## config.mk

```make
export PLATFORM = sky130hd
export DESIGN_NAME = delay_scan_sequencer_flat
export DESIGN_NICKNAME = d
export VERILOG_FILES = /design/src/rtl/delay_scan_sequencer_if.sv /design/src/rtl/delay_scan_sequencer.sv /design/src/flat_wrapper.sv
export SDC_FILE = /design/constraint.sdc
export NUM_CORES = 1
export LEC_CHECK = 0
export ABC_AREA = 0
export BUFFER_PORTS_ARGS = -buffer_cell sky130_fd_sc_hd__buf_2
export CORE_AREA = 2 2 184 186
export DETAILED_ROUTE_END_ITERATION = 12
export DIE_AREA = 0 0 186 188
export GPL_TIMING_DRIVEN = 0
export PLACE_DENSITY = 0.77
export SETUP_SLACK_MARGIN = 0.02
export SLEW_MARGIN = 40
export SYNTH_ARGS = -nofsm -noshare
export SYNTH_HDL_FRONTEND = slang
export SYNTH_SLANG_ARGS = --single-unit
```

## constraint.sdc

```tcl
create_clock -name clk160 -period 4.84 [get_ports clk160]
set_clock_uncertainty 0.05 [all_clocks]
set_input_delay 1.21 -clock clk160 [delete_from_list [all_inputs] [get_ports clk160]]
set_output_delay 1.21 -clock clk160 [all_outputs]
set_load 0.005 [all_outputs]
```

## src/rtl/delay_scan_sequencer_if.sv

```systemverilog
// delay_scan_sequencer_if: control and per-link delay-line bundle for the delay scan sequencer.
// err_threshold exists only when DELAY_SCAN_THRESHOLD_EN is defined.
interface delay_scan_sequencer_if #(
  parameter int NLINKS     = 12,
  parameter int DELAY_W    = 9,
  parameter int LINK_IDX_W = 4
);
  logic                      start;
  logic                      abort;
  logic [NLINKS-1:0]         link_mask;
  logic [NLINKS-1:0]         delay_ready;
  logic [NLINKS*16-1:0]      bit_align_errors;
`ifdef DELAY_SCAN_THRESHOLD_EN
  logic [15:0]               err_threshold;
`endif
  logic [NLINKS-1:0]         delay_set;
  logic [NLINKS*DELAY_W-1:0] delay_in;
  logic [NLINKS-1:0]         reset_counters;
  logic [NLINKS*DELAY_W-1:0] best_delay;
  logic [NLINKS-1:0]         link_locked;
  logic [LINK_IDX_W-1:0]     cur_link;
  logic                      busy;
  logic                      done;
  modport master (
    output start, abort, link_mask, delay_ready, bit_align_errors,
`ifdef DELAY_SCAN_THRESHOLD_EN
    output err_threshold,
`endif
    input delay_set, delay_in, reset_counters, best_delay, link_locked, cur_link, busy, done
  );
  modport slave (
    input start, abort, link_mask, delay_ready, bit_align_errors,
`ifdef DELAY_SCAN_THRESHOLD_EN
    input err_threshold,
`endif
    output delay_set, delay_in, reset_counters, best_delay, link_locked, cur_link, busy, done
  );
endinterface

```

## src/rtl/delay_scan_sequencer.sv

```systemverilog
// delay_scan_sequencer: per-link coarse delay sweep picking the centre of the longest error-free window.
// Define DELAY_SCAN_THRESHOLD_EN to accept samples with errors up to err_threshold instead of zero.
module delay_scan_sequencer #(
  parameter int NLINKS        = 12,
  parameter int DELAY_W       = 9,
  parameter int DELAY_STEP    = 8,
  parameter int SETTLE_CYCLES = 16,
  parameter int DWELL_CYCLES  = 1024,
  parameter int LINK_IDX_W    = 4
) (
  input logic clk160,
  input logic rstb,
  delay_scan_sequencer_if.slave bus
);
  localparam logic [3:0] S_IDLE      = 4'd0;
  localparam logic [3:0] S_SELECT    = 4'd1;
  localparam logic [3:0] S_SET       = 4'd2;
  localparam logic [3:0] S_WAIT_RDY  = 4'd3;
  localparam logic [3:0] S_CLEAR     = 4'd4;
  localparam logic [3:0] S_SETTLE    = 4'd5;
  localparam logic [3:0] S_DWELL     = 4'd6;
  localparam logic [3:0] S_SAMPLE    = 4'd7;
  localparam logic [3:0] S_APPLY     = 4'd8;
  localparam logic [3:0] S_APPLY_RDY = 4'd9;
  localparam logic [3:0] S_DONE      = 4'd10;
  localparam int CNT_W = $clog2(SETTLE_CYCLES + DWELL_CYCLES + 2);
  localparam logic [DELAY_W:0] D_MAX  = {1'b0, {DELAY_W{1'b1}}};
  localparam logic [DELAY_W:0] D_STEP = (DELAY_W+1)'(DELAY_STEP);
  logic [3:0]                         state;
  logic [CNT_W-1:0]                   cnt;
  logic [DELAY_W-1:0]                 d;
  logic [LINK_IDX_W-1:0]              cur, pick;
  logic [NLINKS-1:0]                  rem, sel, dset, rcnt, locked;
  logic [NLINKS-1:0][DELAY_W-1:0]     din, best;
  logic                               run_open, best_valid, busy_q, done_q;
  logic [DELAY_W-1:0]                 run_first, run_last, best_first, best_last;
  logic [DELAY_W-1:0]                 first_a, last_a, mid;
  logic [15:0]                        errs;
  logic                               pass, at_end, closing, better;
  assign sel  = NLINKS'(1) << cur;
  assign errs = bus.bit_align_errors[16*cur +: 16];
`ifdef DELAY_SCAN_THRESHOLD_EN
  assign pass = errs <= bus.err_threshold;
`else
  assign pass = errs == 16'd0;
`endif
  // The sweep stops before d would pass the top tap, so d never wraps.
  assign at_end  = ({1'b0, d} + D_STEP) > D_MAX;
  assign first_a = (pass && !run_open) ? d : run_first;
  assign last_a  = pass ? d : run_last;
  assign closing = pass ? at_end : run_open;
  // Strictly longer only, so the earliest of equal-length windows survives.
  assign better  = closing && (!best_valid || (last_a - first_a) > (best_last - best_first));
  assign mid     = best_valid ? DELAY_W'(({1'b0, best_first} + {1'b0, best_last}) >> 1) : '0;
  always_comb begin
    pick = '0;
    for (int i = NLINKS - 1; i >= 0; i--) if (rem[i]) pick = LINK_IDX_W'(i);
  end
  always_ff @(posedge clk160 or negedge rstb) begin
    if (!rstb) begin
      state      <= S_IDLE;
      cnt        <= '0;
      d          <= '0;
      cur        <= '0;
      rem        <= '0;
      dset       <= '0;
      rcnt       <= '0;
      locked     <= '0;
      din        <= '0;
      best       <= '0;
      run_open   <= 1'b0;
      run_first  <= '0;
      run_last   <= '0;
      best_valid <= 1'b0;
      best_first <= '0;
      best_last  <= '0;
      busy_q     <= 1'b0;
      done_q     <= 1'b0;
    end else begin
      dset   <= '0;
      rcnt   <= '0;
      done_q <= 1'b0;
      if (bus.abort) begin
        state  <= S_IDLE;
        busy_q <= 1'b0;
      end else begin
        case (state)
          S_IDLE: if (bus.start) begin
            rem    <= bus.link_mask;
            locked <= locked & ~bus.link_mask;
            busy_q <= 1'b1;
            state  <= S_SELECT;
          end
          S_SELECT: if (rem == '0) state <= S_DONE;
          else begin
            cur        <= pick;
            d          <= '0;
            run_open   <= 1'b0;
            run_first  <= '0;
            run_last   <= '0;
            best_valid <= 1'b0;
            best_first <= '0;
            best_last  <= '0;
            state      <= S_SET;
          end
          S_SET: begin
            din[cur] <= d;
            dset     <= sel;
            cnt      <= '0;
            state    <= S_WAIT_RDY;
          end
          S_WAIT_RDY, S_APPLY_RDY: if (cnt != '0 && bus.delay_ready[cur]) begin
            cnt <= '0;
            if (state == S_WAIT_RDY) state <= S_CLEAR;
            else begin
              rem[cur] <= 1'b0;
              state    <= S_SELECT;
            end
          end else cnt <= CNT_W'(1);
          S_CLEAR: begin
            rcnt  <= sel;
            cnt   <= '0;
            state <= S_SETTLE;
          end
          S_SETTLE: if (cnt == CNT_W'(SETTLE_CYCLES - 1)) begin
            cnt   <= '0;
            state <= S_DWELL;
          end else cnt <= cnt + 1'b1;
          S_DWELL: if (cnt == CNT_W'(DWELL_CYCLES - 1)) begin
            cnt   <= '0;
            state <= S_SAMPLE;
          end else cnt <= cnt + 1'b1;
          S_SAMPLE: begin
            run_open  <= pass && !at_end;
            run_first <= first_a;
            run_last  <= last_a;
            if (better) begin
              best_valid <= 1'b1;
              best_first <= first_a;
              best_last  <= last_a;
            end
            if (at_end) state <= S_APPLY;
            else begin
              d     <= d + DELAY_W'(DELAY_STEP);
              state <= S_SET;
            end
          end
          S_APPLY: begin
            best[cur]   <= mid;
            din[cur]    <= mid;
            locked[cur] <= best_valid;
            dset        <= sel;
            cnt         <= '0;
            state       <= S_APPLY_RDY;
          end
          S_DONE: begin
            busy_q <= 1'b0;
            done_q <= 1'b1;
            state  <= S_IDLE;
          end
          default: state <= S_IDLE;
        endcase
      end
    end
  end
  assert property (@(posedge clk160) disable iff (!rstb) $onehot0({dset, rcnt}));
  assign bus.delay_set      = dset;
  assign bus.delay_in       = din;
  assign bus.reset_counters = rcnt;
  assign bus.best_delay     = best;
  assign bus.link_locked    = locked;
  assign bus.cur_link       = cur;
  assign bus.busy           = busy_q;
  assign bus.done           = done_q;
endmodule

```

## src/flat_wrapper.sv

```systemverilog
// flat-port wrapper written by rule: the top's interface ports become plain ports
module delay_scan_sequencer_flat 
#(
  parameter int NLINKS        = 12,
  parameter int DELAY_W       = 9,
  parameter int DELAY_STEP    = 8,
  parameter int SETTLE_CYCLES = 16,
  parameter int DWELL_CYCLES  = 1024,
  parameter int LINK_IDX_W    = 4
)
  (clk160, rstb, bus_start, bus_abort, bus_link_mask, bus_delay_ready, bus_bit_align_errors, bus_delay_set, bus_delay_in, bus_reset_counters, bus_best_delay, bus_link_locked, bus_cur_link, bus_busy, bus_done);
  delay_scan_sequencer_if #(.NLINKS(NLINKS), .DELAY_W(DELAY_W), .LINK_IDX_W(LINK_IDX_W)) bus_i ();
  input logic clk160;
  input logic rstb;
  input wire logic [$bits(bus_i.start)-1:0] bus_start;
  input wire logic [$bits(bus_i.abort)-1:0] bus_abort;
  input wire logic [$bits(bus_i.link_mask)-1:0] bus_link_mask;
  input wire logic [$bits(bus_i.delay_ready)-1:0] bus_delay_ready;
  input wire logic [$bits(bus_i.bit_align_errors)-1:0] bus_bit_align_errors;
  output wire logic [$bits(bus_i.delay_set)-1:0] bus_delay_set;
  output wire logic [$bits(bus_i.delay_in)-1:0] bus_delay_in;
  output wire logic [$bits(bus_i.reset_counters)-1:0] bus_reset_counters;
  output wire logic [$bits(bus_i.best_delay)-1:0] bus_best_delay;
  output wire logic [$bits(bus_i.link_locked)-1:0] bus_link_locked;
  output wire logic [$bits(bus_i.cur_link)-1:0] bus_cur_link;
  output wire logic [$bits(bus_i.busy)-1:0] bus_busy;
  output wire logic [$bits(bus_i.done)-1:0] bus_done;
  assign bus_i.start = bus_start;
  assign bus_i.abort = bus_abort;
  assign bus_i.link_mask = bus_link_mask;
  assign bus_i.delay_ready = bus_delay_ready;
  assign bus_i.bit_align_errors = bus_bit_align_errors;
  assign bus_delay_set = bus_i.delay_set;
  assign bus_delay_in = bus_i.delay_in;
  assign bus_reset_counters = bus_i.reset_counters;
  assign bus_best_delay = bus_i.best_delay;
  assign bus_link_locked = bus_i.link_locked;
  assign bus_cur_link = bus_i.cur_link;
  assign bus_busy = bus_i.busy;
  assign bus_done = bus_i.done;
  delay_scan_sequencer #(.NLINKS(NLINKS), .DELAY_W(DELAY_W), .DELAY_STEP(DELAY_STEP), .SETTLE_CYCLES(SETTLE_CYCLES), .DWELL_CYCLES(DWELL_CYCLES), .LINK_IDX_W(LINK_IDX_W)) u_core (.clk160(clk160), .rstb(rstb), .bus(bus_i));
endmodule
```

==> impl_results.md <==
* Status: complete, but fails checks
* Failing checks: setup timing
* GRT overflow at 0
* Reg clk slew, reported paths at 0.06 ns
* Slew Viols, Final at 0
* Comb pwr share at a little under a fifth
* Dpl cell area at 17900 um^2
* Pleak at about 10 nW
* Reg2reg setup slack at -0.48 ns
* Max Cap Viol at 0
* First-pass DRT Iterations at 5
* Post-DRT Antenna Nets at 0
* GRT Util Overall at roughly 30%
* First-pass GRT wire length at a little under 80 mm
* Min cycle time layout at about 5.4 ns
* Net switching power at about 2.1 mW
* R2R Path Start: u_core.bus.cur_link[0]$_DFFE_PN0P_
* Flop pwr share at 42.4%
* Reg2reg end: u_core.best_first[6]$_DFFE_PN0P_
* CTS tree: built
* RePlAce Congestion at 0.955
* RSZ-0062 raised after global routing: true
* Internal at around 5.1 mW
* Critical Path AT at 5.77 ns
* Crit end category: flip-flop
* Num CTS Buffers at 37
* FP Rows at between 60 and 70
* Die Wd at approximately 190 um
* I/O pins at 478
* Most common cell after layout, fill and taps aside: buf_2
* Synth warn at 0
* Vias in the first global route at 13400
* Post-synthesis sequential area ratio at a little under three fifths
* Setup ws final at -0.563 ns
* Post-route DRC at 0
* CTS max path bufs at 3
* Die height at roughly 190 um
* H-tree lvl count at 2
* Switching Share at 29.2%
* Worst Hold Depth at 1
* Layout Cells excl Fill at 2466
* Cell variety after synth at 60
* Post-synth ARST share at between 90% and 100%
* Fillers at between 2000 and 3000
* Initial Util at 44.5%
* Final setup fails at 19
* CP Max Fanout at 6
* Final Net Count at about 2200
* Inst Count DP at between 2000 and 2500
* Flop and latch count out of synthesis at 329
* EDFF count, synth at 0
* DR vias at about 14000
* Slew margin rel. at between 40 and 50%
* Area growth syn-to-layout at 31.3%
* Largest net degree at the start of global routing at 81
* Fin crit share at 112%
* Min-Delay Startpoint: u_core.bus.delay_in[82]$_DFFE_PN0P_
* Crit path from: bus_bit_align_errors[177]
* Initial drt markers at roughly 1200
* Syn Inst Count at about 1500
* Power Density at ~370 nW/um^2
* DP Wirelength at between 30 and 40 mm
* Sinks on Clock Net at ~330
* Vias/cell at 5.51
* Synth Net Count at between 1500 and 2000
* Worst Reg-to-Reg Cells at 27
* Port-buffer cells at 477
* Worst stage delay on the critical path at 0.54 ns
* Clock power share at 38.7%
* Critical Path RT at roughly 5.2 ns
* Post-Route WL at 52.5 mm
* Worst-Skew Late Latency at between 0.5 and 0.6 ns
* Root Buffer: clkbuf_16
* Hold slack at about 0.42 ns
* Worst vdd ir at roughly 0.00022 V
* Commonest cells after routing, fill and taps aside: buf_2, dfrtp_1, nand2_1
* Startpoint Class: input port
* CP max stage cell: or4_1
* Fmax at between 150 and 200 MHz
* Mapped Area at roughly 15000 um^2
* Measured slew at the worst slew-check pin at about 0.85 ns
* Core ar. at between 30000 and 40000 um^2
* CTS hold repair buffers at 0
* Die ar. at between 30000 and 40000 um^2
* Crit Path Class: in2reg
* Share of cells above drive strength 1 at 31.8%
* Syn Area/Cell at around 10 um^2
* Sink of the worst hold path: u_core.bus.delay_in[82]$_DFFE_PN0P_
* Final hold vios at 0
* Post-route cell area at between 15000 and 20000 um^2
* Post-synth top flop: dfrtp_1
* Initial antenna violation count at 10
* Min-delay worst type: reg2reg
* Routed length per instance at 21.3 um
==> worst max path at each step <==
stage / slack, ns / cells past startpoint / endpoint
2_1_floorplan: -0.39 / 27 / u_core.best_first[3]$_DFFE_PN0P_
5_1_grt: -0.69 / 28 / u_core.best_last[4]$_DFFE_PN0P_
3_5_place_dp: -1.28 / 25 / u_core.best_last[4]$_DFFE_PN0P_
3_3_place_gp: -3.60 / 1 / u_core.bus.delay_in[43]$_DFFE_PN0P_
4_1_cts: -0.47 / 27 / u_core.best_last[4]$_DFFE_PN0P_
6_report: -0.56 / 27 / u_core.best_first[6]$_DFFE_PN0P_
==> metrics by stage <==
step / TNS [ns] / worst slack [ns] / util (%) / power [mW]
2_1_floorplan: -6.73 / -0.387 / - / 3.78
3_3_place_gp: -1194.19 / -3.60 / 53.5 / 4.28
3_5_place_dp: -23.18 / -1.28 / 53.9 / 4.32
4_1_cts: -8.04 / -0.467 / 57.9 / 7.16
5_1_grt: -12.44 / -0.691 / 58.4 / 7.48
6_report: -10.13 / -0.563 / 58.4 / 7.19
==> flip-flops by register name (all words and copies together), names as in the netlist <==
| name | flops |
|---|---|
| u_core.best_first | 9 |
| u_core.best_last | 9 |
| u_core.best_valid | 1 |
| u_core.bus.best_delay | 108 |
| u_core.bus.busy | 1 |
| u_core.bus.cur_link | 4 |
| u_core.bus.delay_in | 108 |
| u_core.bus.delay_set | 12 |
| u_core.bus.done | 1 |
| u_core.bus.link_locked | 12 |
| u_core.bus.reset_counters | 12 |
| u_core.cnt | 11 |
| u_core.d | 6 |
| u_core.rem | 12 |
| u_core.run_first | 9 |
| u_core.run_last | 9 |
| u_core.run_open | 1 |
| u_core.state | 4 |
==> per-layer routing <==
| metal | part of all wire, % | vias up | global-route usage [%] |
|---|---|---|---|
| li1 | - | 6167 | - |
| met4 | 4.8 | 0 | 16.3 |
| met1 | 40 | 6607 | 38.1 |
| met5 | 0 | - | 0 |
| met2 | 47 | 681 | 46.7 |
| met3 | 8.3 | 130 | 7.01 |
==> Yosys cell counts, types with 11 or more instances <==
master | number | area share, %
a21o_1 | 33 | 1.7
a21oi_1 | 63 | 2.1
a22o_1 | 31 | 1.8
and2_1 | 11 | 0.47
and3_1 | 11 | 0.47
clkbuf_1 | 59 | 1.5
dfrtp_1 | 329 | 56
ha_1 | 37 | 3.1
inv_1 | 51 | 1.3
mux2_2 | 34 | 2.6
mux2i_1 | 17 | 1.2
nand2_1 | 211 | 5.4
nand2b_1 | 14 | 0.59
nand3_1 | 21 | 0.71
nor2_1 | 114 | 2.9
nor3_1 | 22 | 0.75
nor4_1 | 48 | 2.0
o21ai_0 | 192 | 6.5
o2bb2ai_1 | 12 | 0.71
xnor2_1 | 14 | 0.83
==> power by group through the flow <==
stage	sequential (mW)	clock [mW]	combinational [mW]
after floorplan	3.05	0	0.727
after global placement	3.08	0	1.19
after detailed placement	3.09	0	1.23
after CTS	3.04	2.81	1.30
after global routing	3.07	2.94	1.47
final	3.05	2.78	1.36
==> worst max-delay path: cells and delay by family <==
family | cells | cell delay [ns]
simple gates | 9 | 1.63
compound gates | 9 | 1.44
buf+inv | 5 | 0.55
xor+xnor | 1 | 0.20
fa+ha+maj | 3 | 0.74
==> layout make-up <==
cell class                      instances  area [um^2]  share of cell area, %
Antenna cell                           10         25.0                  0.129
Buffer                                 74          349                   1.81
Clock buffer                           50         1040                   5.40
Clock inverter                         10          154                  0.796
Inverter                               51          191                  0.990
Multi-Input combinational cell        999         6150                   31.8
Sequential cell                       329         8230                   42.6
Tap cell                              448          561                   2.90
Timing Repair Buffer                  495         2630                   13.6
==> cell families (layout without fill, tap and decap cells) <==
kind of cell,Yosys count,count (layout),synth area share [%]
compound gates,384,384,15.9
xor+xnor,24,24,1.43
fa+ha+maj,40,40,3.55
buf+inv,126,680,3.50
flops,329,329,55.9
mux,54,54,4.24
other cells,0,10,0
simple gates,497,497,15.5
==> repair_timing <==
item / 4_1_cts / 5_1_grt
pin swaps: 11 / 13
gates resized for setup: 13 / 15
setup endpoints to repair: 19 / 19
buffers inserted: 8 / 5
gates cloned: 1 / 1
(Power assumes the default switching activity.)
